`src/rtl/and16_ctrl_pkg.sv`:
```
// Shared definitions for the shared 16-bit AND arbiter slice.
// Holds the datapath width, FSM state encoding and requester IDs so that the
// arbiter, its interface and any checker agree on a single set of values.
package and16_ctrl_pkg;

  localparam int DATA_W = 16;

  // Two-state controller: IDLE accepts a request, EXEC produces the result.
  typedef enum logic {
    ST_IDLE = 1'b0,
    ST_EXEC = 1'b1
  } state_t;

  // Requester identifiers, also used as the last-grant pointer value.
  typedef enum logic {
    REQ_ID0 = 1'b0,
    REQ_ID1 = 1'b1
  } req_id_t;

endpackage

```
`src/rtl/student_and16.sv`:
```
// Existing combinational 16-bit bitwise AND cell.
// Ports:
//   a, b : 16-bit operands
//   y    : a AND b
module student_and16 (
  input  logic [15:0] a,
  input  logic [15:0] b,
  output logic [15:0] y
);

  assign y = a & b;

endmodule

```
`src/rtl/shared_and16_arbiter.sv`:
```
// Two-requester round-robin arbiter in front of a single 16-bit AND unit.
//
// Ports:
//   clk          : single clock, rising edge
//   rst_n        : synchronous active-low reset
//   req0/a0/b0   : requester 0 level request and operands
//   req1/a1/b1   : requester 1 level request and operands
//   gnt0/gnt1    : one-cycle pulse, operands of that requester captured
//   done0/done1  : one-cycle pulse, result valid for that requester
//   result       : registered AND of the captured operands, held between dones
//   busy         : high while an operation is in flight (EXEC)
//
// Timing: req sampled at edge N -> gnt in cycle N+1 -> done/result in N+2.
// The edge that ends the done cycle can accept the next request.
module shared_and16_arbiter
  import and16_ctrl_pkg::*;
(
  input  logic              clk,
  input  logic              rst_n,
  input  logic              req0,
  input  logic [DATA_W-1:0] a0,
  input  logic [DATA_W-1:0] b0,
  input  logic              req1,
  input  logic [DATA_W-1:0] a1,
  input  logic [DATA_W-1:0] b1,
  output logic              gnt0,
  output logic              gnt1,
  output logic              done0,
  output logic              done1,
  output logic [DATA_W-1:0] result,
  output logic              busy
);

  state_t            state;
  req_id_t           last_id;   // requester granted most recently
  req_id_t           owner;     // requester of the operation in flight
  req_id_t           winner;
  logic [DATA_W-1:0] op_a;
  logic [DATA_W-1:0] op_b;
  logic [DATA_W-1:0] and_y;

  // A lone request always wins; on contention the one not granted last wins.
  always_comb begin
    winner = REQ_ID0;
    if (req0 && req1) begin
      winner = (last_id == REQ_ID0) ? REQ_ID1 : REQ_ID0;
    end else if (req1) begin
      winner = REQ_ID1;
    end
  end

  student_and16 u_and (
    .a (op_a),
    .b (op_b),
    .y (and_y)
  );

  always_ff @(posedge clk) begin
    if (!rst_n) begin
      state   <= ST_IDLE;
      last_id <= REQ_ID1;   // makes requester 0 the favoured one
      owner   <= REQ_ID0;
      op_a    <= '0;
      op_b    <= '0;
      gnt0    <= 1'b0;
      gnt1    <= 1'b0;
      done0   <= 1'b0;
      done1   <= 1'b0;
      result  <= '0;
      busy    <= 1'b0;
    end else begin
      case (state)
        ST_IDLE: begin
          done0 <= 1'b0;
          done1 <= 1'b0;
          if (req0 || req1) begin
            op_a    <= (winner == REQ_ID1) ? a1 : a0;
            op_b    <= (winner == REQ_ID1) ? b1 : b0;
            owner   <= winner;
            last_id <= winner;
            gnt0    <= (winner == REQ_ID0);
            gnt1    <= (winner == REQ_ID1);
            busy    <= 1'b1;
            state   <= ST_EXEC;
          end else begin
            gnt0 <= 1'b0;
            gnt1 <= 1'b0;
            busy <= 1'b0;
          end
        end
        ST_EXEC: begin
          // Requests are deliberately not looked at here.
          result <= and_y;
          done0  <= (owner == REQ_ID0);
          done1  <= (owner == REQ_ID1);
          gnt0   <= 1'b0;
          gnt1   <= 1'b0;
          busy   <= 1'b0;
          state  <= ST_IDLE;
        end
        default: begin
          state <= ST_IDLE;
          gnt0  <= 1'b0;
          gnt1  <= 1'b0;
          done0 <= 1'b0;
          done1 <= 1'b0;
          busy  <= 1'b0;
        end
      endcase
    end
  end

endmodule

```
`config.mk`:
```
export PLATFORM = sky130hd
export DESIGN_NAME = shared_and16_arbiter
export DESIGN_NICKNAME = d
export VERILOG_FILES = /design/src/rtl/and16_ctrl_pkg.sv /design/src/rtl/student_and16.sv /design/src/rtl/shared_and16_arbiter.sv
export SDC_FILE = /design/constraint.sdc
export NUM_CORES = 1
export LEC_CHECK = 0
export BUFFER_PORTS_ARGS = -buffer_cell sky130_fd_sc_hd__buf_2
export CAP_MARGIN = 20
export CORE_ASPECT_RATIO = 0.75
export CORE_MARGIN = 1
export CORE_UTILIZATION = 43
export DETAILED_ROUTE_END_ITERATION = 7
export PLACE_DENSITY = 0.76
export SYNTH_ARGS = -nofsm -noshare
export SYNTH_HDL_FRONTEND = slang
export SYNTH_HIERARCHICAL = 1
export SYNTH_SLANG_ARGS = --single-unit
```
`constraint.sdc`:
```
create_clock -name clk -period 1.35 [get_ports clk]
set_clock_uncertainty 0.2 [all_clocks]
set_input_delay 0 -clock clk [delete_from_list [all_inputs] [get_ports clk]]
set_output_delay 0 -clock clk [all_outputs]
set_load 0.03 [all_outputs]
```
== After elaboration in Yosys (flattened, before gate mapping) ==
Index checks and enable logic that the tools add are counted.
Widths: inputs -> output; s select.
Storage, ports and cells
  output and inout port bits: 21
  word-level logic and storage cells: 30
  register bits: 55
  input bits: 68
Cells by class
  multiplexer cells: 13
  bitwise logic cells: 4
  reduce and logical (&&, ||, !) cells: 3
Operators by type and width (count)
  $mux 16: 2
  $and 16x16->16: 1
  $pmux 1 s2: 5
  $mux 1: 6
  $not 1->1: 3
  $reduce_and 2->1: 1
  $logic_and 1x1->1: 1
  $logic_or 1x1->1: 1

== Depth between registers and ports, before layout ==
Gate-level depths: netlist of run 1.
  depth in word-level cells: 5
  mapped depth: 5
  depth with buffers taken out: 3

== Hierarchy ==
Netlist of run 1, hierarchy kept.
By module, submodules not included
  shared_and16_arbiter: cells an instance 252, sequential area each 1101.1 sq um, area an instance 2180.8 sq um, times used 1
  student_and16: cells an instance 16, sequential area each 0.0 sq um, area an instance 100.1 sq um, times used 1

== Worst setup path before layout of run 1 ==
Ideal clock, no wire load.
  path kind: register to register
  from: reg state
  to: reg op_a[0]
  required time: 1.025 ns
  stages on the path, launching flop included: 5
  buffers on the path: 2
  clock period less this slack: 1.440 ns
  path slack: -0.090 ns
  data arrival time: 1.115 ns
  setup time: 0.125 ns
  cells stage by stage: dfxtp_1 > o21ba_2 > buf_2 > buf_2 > a31oi_1
On the way
  longest elaborated chain between the ends: 2
Ends and longest elaborated chain
  start: declaration: RTL line shared_and16_arbiter.sv:34  | state_t state;
  start signal: assignment: RTL line shared_and16_arbiter.sv:60  | state <= ST_IDLE;
  start signal: assignment: RTL line shared_and16_arbiter.sv:84  | state <= ST_EXEC;
  start signal: assignment: RTL line shared_and16_arbiter.sv:99  | state <= ST_IDLE;
  $not 1->1 (no line)
  $reduce_and 2->1 (no line)
  end signal: assignment: RTL line shared_and16_arbiter.sv:77  | op_a <= (winner == REQ_ID1) ? a1 : a0;
  end: declaration: RTL line shared_and16_arbiter.sv:38  | logic [DATA_W-1:0] op_a;
Every way passes these cells.
A chain may end at the register's enable or synchronous reset.

== Final worst setup path of run 1 ==
  from: reg state
  to: reg op_b[10]
On the way
  longest elaborated chain between the ends: 2
Ends and longest elaborated chain
  $not 1->1 (no line)
  $reduce_and 2->1 (no line)
  end signal: assignment: RTL line shared_and16_arbiter.sv:78  | op_b <= (winner == REQ_ID1) ? b1 : b0;
  end: declaration: RTL line shared_and16_arbiter.sv:39  | logic [DATA_W-1:0] op_b;
Every way passes these cells.

==> results of run 1 <==
metrics by stage:
step	area, µm²	setup slack (ps)	util [%]	hold WS (ps)
3_3_place_gp	2820	43.7	56.3	58.2
4_1_cts	3620	-3.40	72.3	46.8
5_1_grt	3680	-26.9	73.5	65.2
3_5_place_dp	2820	-6.32	56.3	63.7
6_report	3680	29.5	73.5	57.1
2_1_floorplan	2280	-16.5	-	-61.7
worst paths after layout:
path | start | end | slack (ps)
hold / removal | req0 | op_b[8] | 60
setup / recovery | state | op_b[10] | 30
hold reg to reg | owner | done0 | 220
setup reg to reg | state | op_b[10] | 30
per-layer routing:
metal  share of wire, %  track usage (%)  vias to the layer above  wire length (µm)
met4                1.3             8.33                        0                85
met5                  0                0                        -                 0
met1                 43             30.3                     1074              2940
li1                   -                -                     1220                 -
met3                6.5             5.73                       12               437
met2                 49             43.7                       98              3300
sequential cells by signal, summed over array words and instances (netlist names):
register,cells
gnt1,1
owner,1
done0,1
result,16
done1,1
op_a,16
op_b,16
state,1
gnt0,1
last_id,1
cell families (layout without fill, tap and decap cells):
logic type / Yosys count / in the layout / share of synthesized area (%)
DFF: 55 / 55 / 48.3
muxes: 16 / 16 / 7.02
and+or+nand+nor: 106 / 106 / 21.8
AOI/OAI and AO/OA: 69 / 69 / 17.7
buffers and inverters: 22 / 176 / 5.21
final cells by class:
| class | count | area (µm²) |
|---|---|---|
| clock buffer | 6 | 82.6 |
| clock inverter | 1 | 5.00 |
| fill | 374 | 1330 |
| inverter | 1 | 3.75 |
| multi-input combinational | 191 | 1080 |
| sequential | 55 | 1100 |
| tap | 72 | 90.1 |
| timing repair buffer | 168 | 1320 |
what timing repair did:
| item | in CTS | in global routing |
|---|---|---|
| buffers inserted | 0 | 1 |
| gates cloned | 1 | 1 |
| resized for setup | 1 | 10 |
| hold buffers | 67 | 0 |
| hold endpoints to repair | 55 | 0 |
| setup endpoints to repair | 4 | 30 |
layout by cell type (no fill, tap or decap):
master / n
buf_2: 87
nand2_1: 67
dlygate4sd3_1: 67
dfxtp_1: 53
a31oi_1: 32
o21ai_0: 24
and2_1: 18
nor2b_1: 17
mux2i_1: 16
o21ai_1: 8
clkbuf_8: 6
buf_4: 4
buf_12: 4
buf_6: 3
nor2_1: 2
o22ai_1: 2
dfxtp_2: 2
a21bo_4: 1
o21ba_4: 1
a21boi_4: 1
and3_1: 1
nor3b_2: 1
inv_1: 1
clkinv_2: 1
bufbuf_16: 1
clkbuf_16: 1
clkbuf_4: 1
worst max-delay path: stages, from the launching register on:
cell and delay [ps]:
dfxtp_2 340, o21ba_4 270, buf_12 170, o21ai_0 90
a31oi_1 160
power breakdown:
group | internal [mW] | leakage (nW) | switching (mW)
logic | 0.430 | 1.16 | 0.346
clock network | 0.404 | 0.0470 | 0.491
registers | 1.74 | 0.453 | 0.0514
total | 2.57 | 1.66 | 0.889
==> out/metrics.cfg, run 1 <==
[place]
io_buffers = 88
gp_congestion = 0.769
place_inst = 417
hpwl_mm = 3.53

[setup_path]
critPathCaptureType = flop
required_ps = 1370
startpoint_type = flop
path_max_fanout = 29
r2r_cells = 4
worstPathArrival_ps = 1340
worstSetupPathType = flop to flop

[finish]
synthToLayoutAreaGrowth_pct = 61.4
fin_cells = 494
drive_above_1_share_pct = 27.0
layout.nets = 490
n_antenna_cell = 0

[global_routing]
grt_pass1_vias = 2403
grt_max_degree = 55
grt_usage_pct = 25.0
grt_first_pass_wirelength_mm = 10.9
grt-ovfl-total = 0
antenna_found_initial = 0

[floorplanning]
dieArea_mm2 = 0.00560
rows = 22
num_io_pins = 89
die_h_um = 65.1
die_w_um = 86.1
initial_core_util_pct = 45.5
core_region_area_mm2 = 0.00501

[timing]
worst_slew_pin_slew_ps = 190
finalSetupViolCount = 0
clock.fmax_ghz = 0.757
period_share_pct = 97.8
min_period_ps = 1320
relSlewSlack_pct = 87.2
fin_tns_setup_ps = 0
final_hold_viol_count = 0
slew_viol_final = 0
rsz0062_at_grt = true

[synth]
ys_seq_area_share_pct = 48.3
synth_top_area_share_pct = 48.3
yosys-top-cells-count = nand2_1 (67), dfxtp_1 (55), a31oi_1 (32)
synth_edf_count = 0
yosysMostFrequentCell = nand2_1
synth.distinct_cells = 21
synth-seq-cells = 55
syn_area_mm2 = 0.00228
synth_area_leaders = dfxtp_1 (48%), nand2_1 (11%), a31oi_1 (8.8%)
synthFlopType = dfxtp_1
synthArstFlopShare_pct = 0
yosysWarnings = 6
yosysTopAreaCell = dfxtp_1
syn-num-nets = 336
avgSynthCellArea_um2 = 8.51
syn_inst = 268

[power]
peakVddDrop_v = 0.000525
p_per_area_mw_per_mm2 = 941
p_leak_nw = 1.66
power.total_mw = 3.46

[drt]
vias_per_cell = 4.87
drt_first_pass_iters = 4
wl_per_cell_um = 13.7
routed_wl_mm = 6.76
drt-initial-drc-count = 123
vias = 2404
drc = 0
ant_nets = 0

[status]
status = finished, final reports clean

[clock_tree]
h-tree-depth = 2
clkTransAtPathRegs_ps = 90
clk-insertion-delay-late_ps = 300
cts_inserted_buffers = 5
root_buffer = clkbuf_8
cts_sinks = 55
clockBufferDepth = 2
cts_tree = built

[hold_path]
hp-class = primary input to flop
whs_path_depth = 5

[run]
cap_violations = 0

Power figures use the tool's default switching activity.
==> run 2: changes to the inputs <==
- ABC_AREA: unset -> 1
- CORE_UTILIZATION: 43 -> 45
==> out/metrics.cfg, run 2 <==
[drt]
wl_per_cell_um = 12.9
vias_per_cell = 4.82
routed_wl_mm = 8.62
ant_nets = 0
drt-initial-drc-count = 189
drc = 0
drt_first_pass_iters = 4
vias = 3211

[hold_path]
min_to = op_a[7]
whs_path_depth = 5
hp-start = req0
hp-class = primary input to flop

[timing]
setup_ws_ps = 25.2
clock.fmax_ghz = 0.755
finalSetupViolCount = 0
worst_slew_pin_slew_ps = 322
period_share_pct = 98.1
slew_viol_final = 0
whs_ps = -7.23
rsz0062_at_grt = false
final_hold_viol_count = 1
relSlewSlack_pct = 78.5
min_period_ps = 1320

[clock_tree]
h-tree-depth = 2
postCtsSetupBuffers = 0
cts_tree = built
clk-insertion-delay-late_ps = 310
cts_inserted_buffers = 5
cts_sinks = 55
clockBufferDepth = 2
clkTransAtPathRegs_ps = 90
root_buffer = clkbuf_8

[finish]
drive_above_1_share_pct = 20.2
layout_commonest_cell = nand2_1
fin_cells = 666
synthToLayoutAreaGrowth_pct = 48.1
top_regs = op_a (16), op_b (16), result (16)
fin_util_pct = 70.3
n_antenna_cell = 0
layout.nets = 655
final_cell_mix = nand2_1 (117), nor2_1 (100), buf_2 (87)

[place]
dpl_worst_slack_ps = 68.4
place_inst = 591
gp_congestion = 0.850
hpwl_mm = 4.98
io_buffers = 88

[synth]
yosysMostFrequentCell = nand2_1
synth_edf_count = 0
synthArstFlopShare_pct = 0
synth.distinct_cells = 20
yosysTopAreaCell = dfxtp_1
yosysWarnings = 6
synthAdderAreaFrac_pct = 0
syn_area_mm2 = 0.00279
syn-num-nets = 505
synth_xor_area_share_pct = 0
synthSimpleGateAreaFrac_pct = 35.9
synth_mux_area_share_pct = 0
synthFlopType = dfxtp_1
synth_top_family_by_area = simple AND/OR/NAND/NOR gates
synth_top_area_share_pct = 39.4
syn_inst = 437
synth_area_leaders = dfxtp_1 (39%), nand2_1 (16%), nor2_1 (13%)
avgSynthCellArea_um2 = 6.39
yosys-top-cells-count = nand2_1 (118), nor2_1 (100), dfxtp_1 (55)
ys_seq_area_share_pct = 39.4
synth_compound_area_share_pct = 12.3
synth-seq-cells = 55

[floorplanning]
dieArea_mm2 = 0.00653
die_w_um = 93.0
rows = 24
core_region_area_mm2 = 0.00589
die_h_um = 70.2
num_io_pins = 89
initial_core_util_pct = 47.5

[setup_path]
cpMostUsedCell = nor2_1
r2r_cells = 5
path_max_fanout = 10
worstSetupPathType = flop to flop
critPathCaptureType = flop
required_ps = 1360
reg2reg_slack_ps = 30
cp_cell_sequence = nor2_4 > buf_6 > nand2_1 > nor2_1 > nor2_1
timing.rr.start = state
rr_endpoint = op_a[15]
cp_slowest_cell = dfxtp_2
startpoint_type = flop
cp_slowest_stage_delay_ps = 360
worstPathArrival_ps = 1330

[power]
pwr-share-clk_pct = 22.9
p_per_area_mw_per_mm2 = 930
peakVddDrop_v = 0.000538
power.total_mw = 3.85
p_comb_share_pct = 29.0
p_switching_mw = 1.20
p_int_mw = 2.64
power_frac_seq_pct = 48.1
p_sw_share_pct = 31.3
p_leak_nw = 2.22

[global_routing]
grt_max_degree = 41
grt_first_pass_wirelength_mm = 13.6
grt-ovfl-total = 0
grt_usage_pct = 26.8
antenna_found_initial = 0
grt_pass1_vias = 3013

[run]
cap_violations = 0

[status]
violations = negative hold slack
status = finished with violations

[run 2: cell types whose count changed in the layout (fill, tap and decap cells not counted), moves of 8 or more]
cell	before	now
a21boi_1	0	22
inv_1	1	48
mux2i_1	16	0
nand2_1	67	117
nor2b_1	17	0
nand3_1	0	32
a21boi_0	0	10
o21ai_0	24	16
o21ai_1	8	0
a31oi_1	32	0
and2_1	18	0
nor2_1	2	100
[run 2: kinds of logic after synthesis]
| family | after synthesis |
|---|---|
| and+or+nand+nor | 253 |
| DFF | 55 |
| AOI/OAI and AO/OA | 51 |
| buffers and inverters | 78 |
[run 2: critical path, delay by kind of cell (launching register included)]
family	cells	cell delay, ps
AND/OR/NAND/NOR	4	480
flip-flops	1	360
buffers and inverters	1	180
[run 2: area by class of cell]
class	count	area, µm²
multi-input combinational	304	1360
clock inverter	1	5.00
sequential	55	1100
clock buffer	7	76.3
tap	78	97.6
timing repair buffer	172	1310
inverter	49	184
fill	472	1750
[run 2: routing by layer]
| metal | vias to the layer above | global-route usage (%) | wire [µm] |
|---|---|---|---|
| li1 | 1628 | - | - |
| met1 | 1423 | 31.5 | 3560 |
| met2 | 135 | 47.2 | 4180 |
| met3 | 25 | 4.25 | 610 |
| met4 | 0 | 13.3 | 266 |
| met5 | - | 0 | 0 |
[run 2: worst max-delay path by stage]
stage	from	to	slack (ps)
3_5_place_dp	state	op_b[9]	70
2_1_floorplan	state	op_a[10]	-2
6_report	state	op_a[15]	30
3_3_place_gp	state	op_b[9]	60
4_1_cts	state	busy	20
5_1_grt	last_id	op_a[15]	6
[run 2: timing repair]
item	CTS	global route
endpoints found under the setup margin	1	23
gates cloned	0	1
pin swaps	0	1
hold buffers	66	0
endpoints found under the hold margin	40	0
resized for setup	1	10
[run 2: power by group through the flow]
stage,clock (mW),sequential (mW),combinational [mW]
after global placement,0,1.88,0.885
final,0.881,1.85,1.11
after detailed placement,0,1.88,0.906
after floorplan,0,1.95,0.535
after CTS,0.899,1.84,1.06
after global routing,0.972,1.86,1.24
[run 2: stage by stage]
step / TNS (ps) / instance area, µm²
after detailed placement: 0 / 3340
after CTS: 0 / 4080
after global placement: 0 / 3340
after global routing: 0 / 4140
after floorplan: -55.8 / 2800
final: 0 / 4140
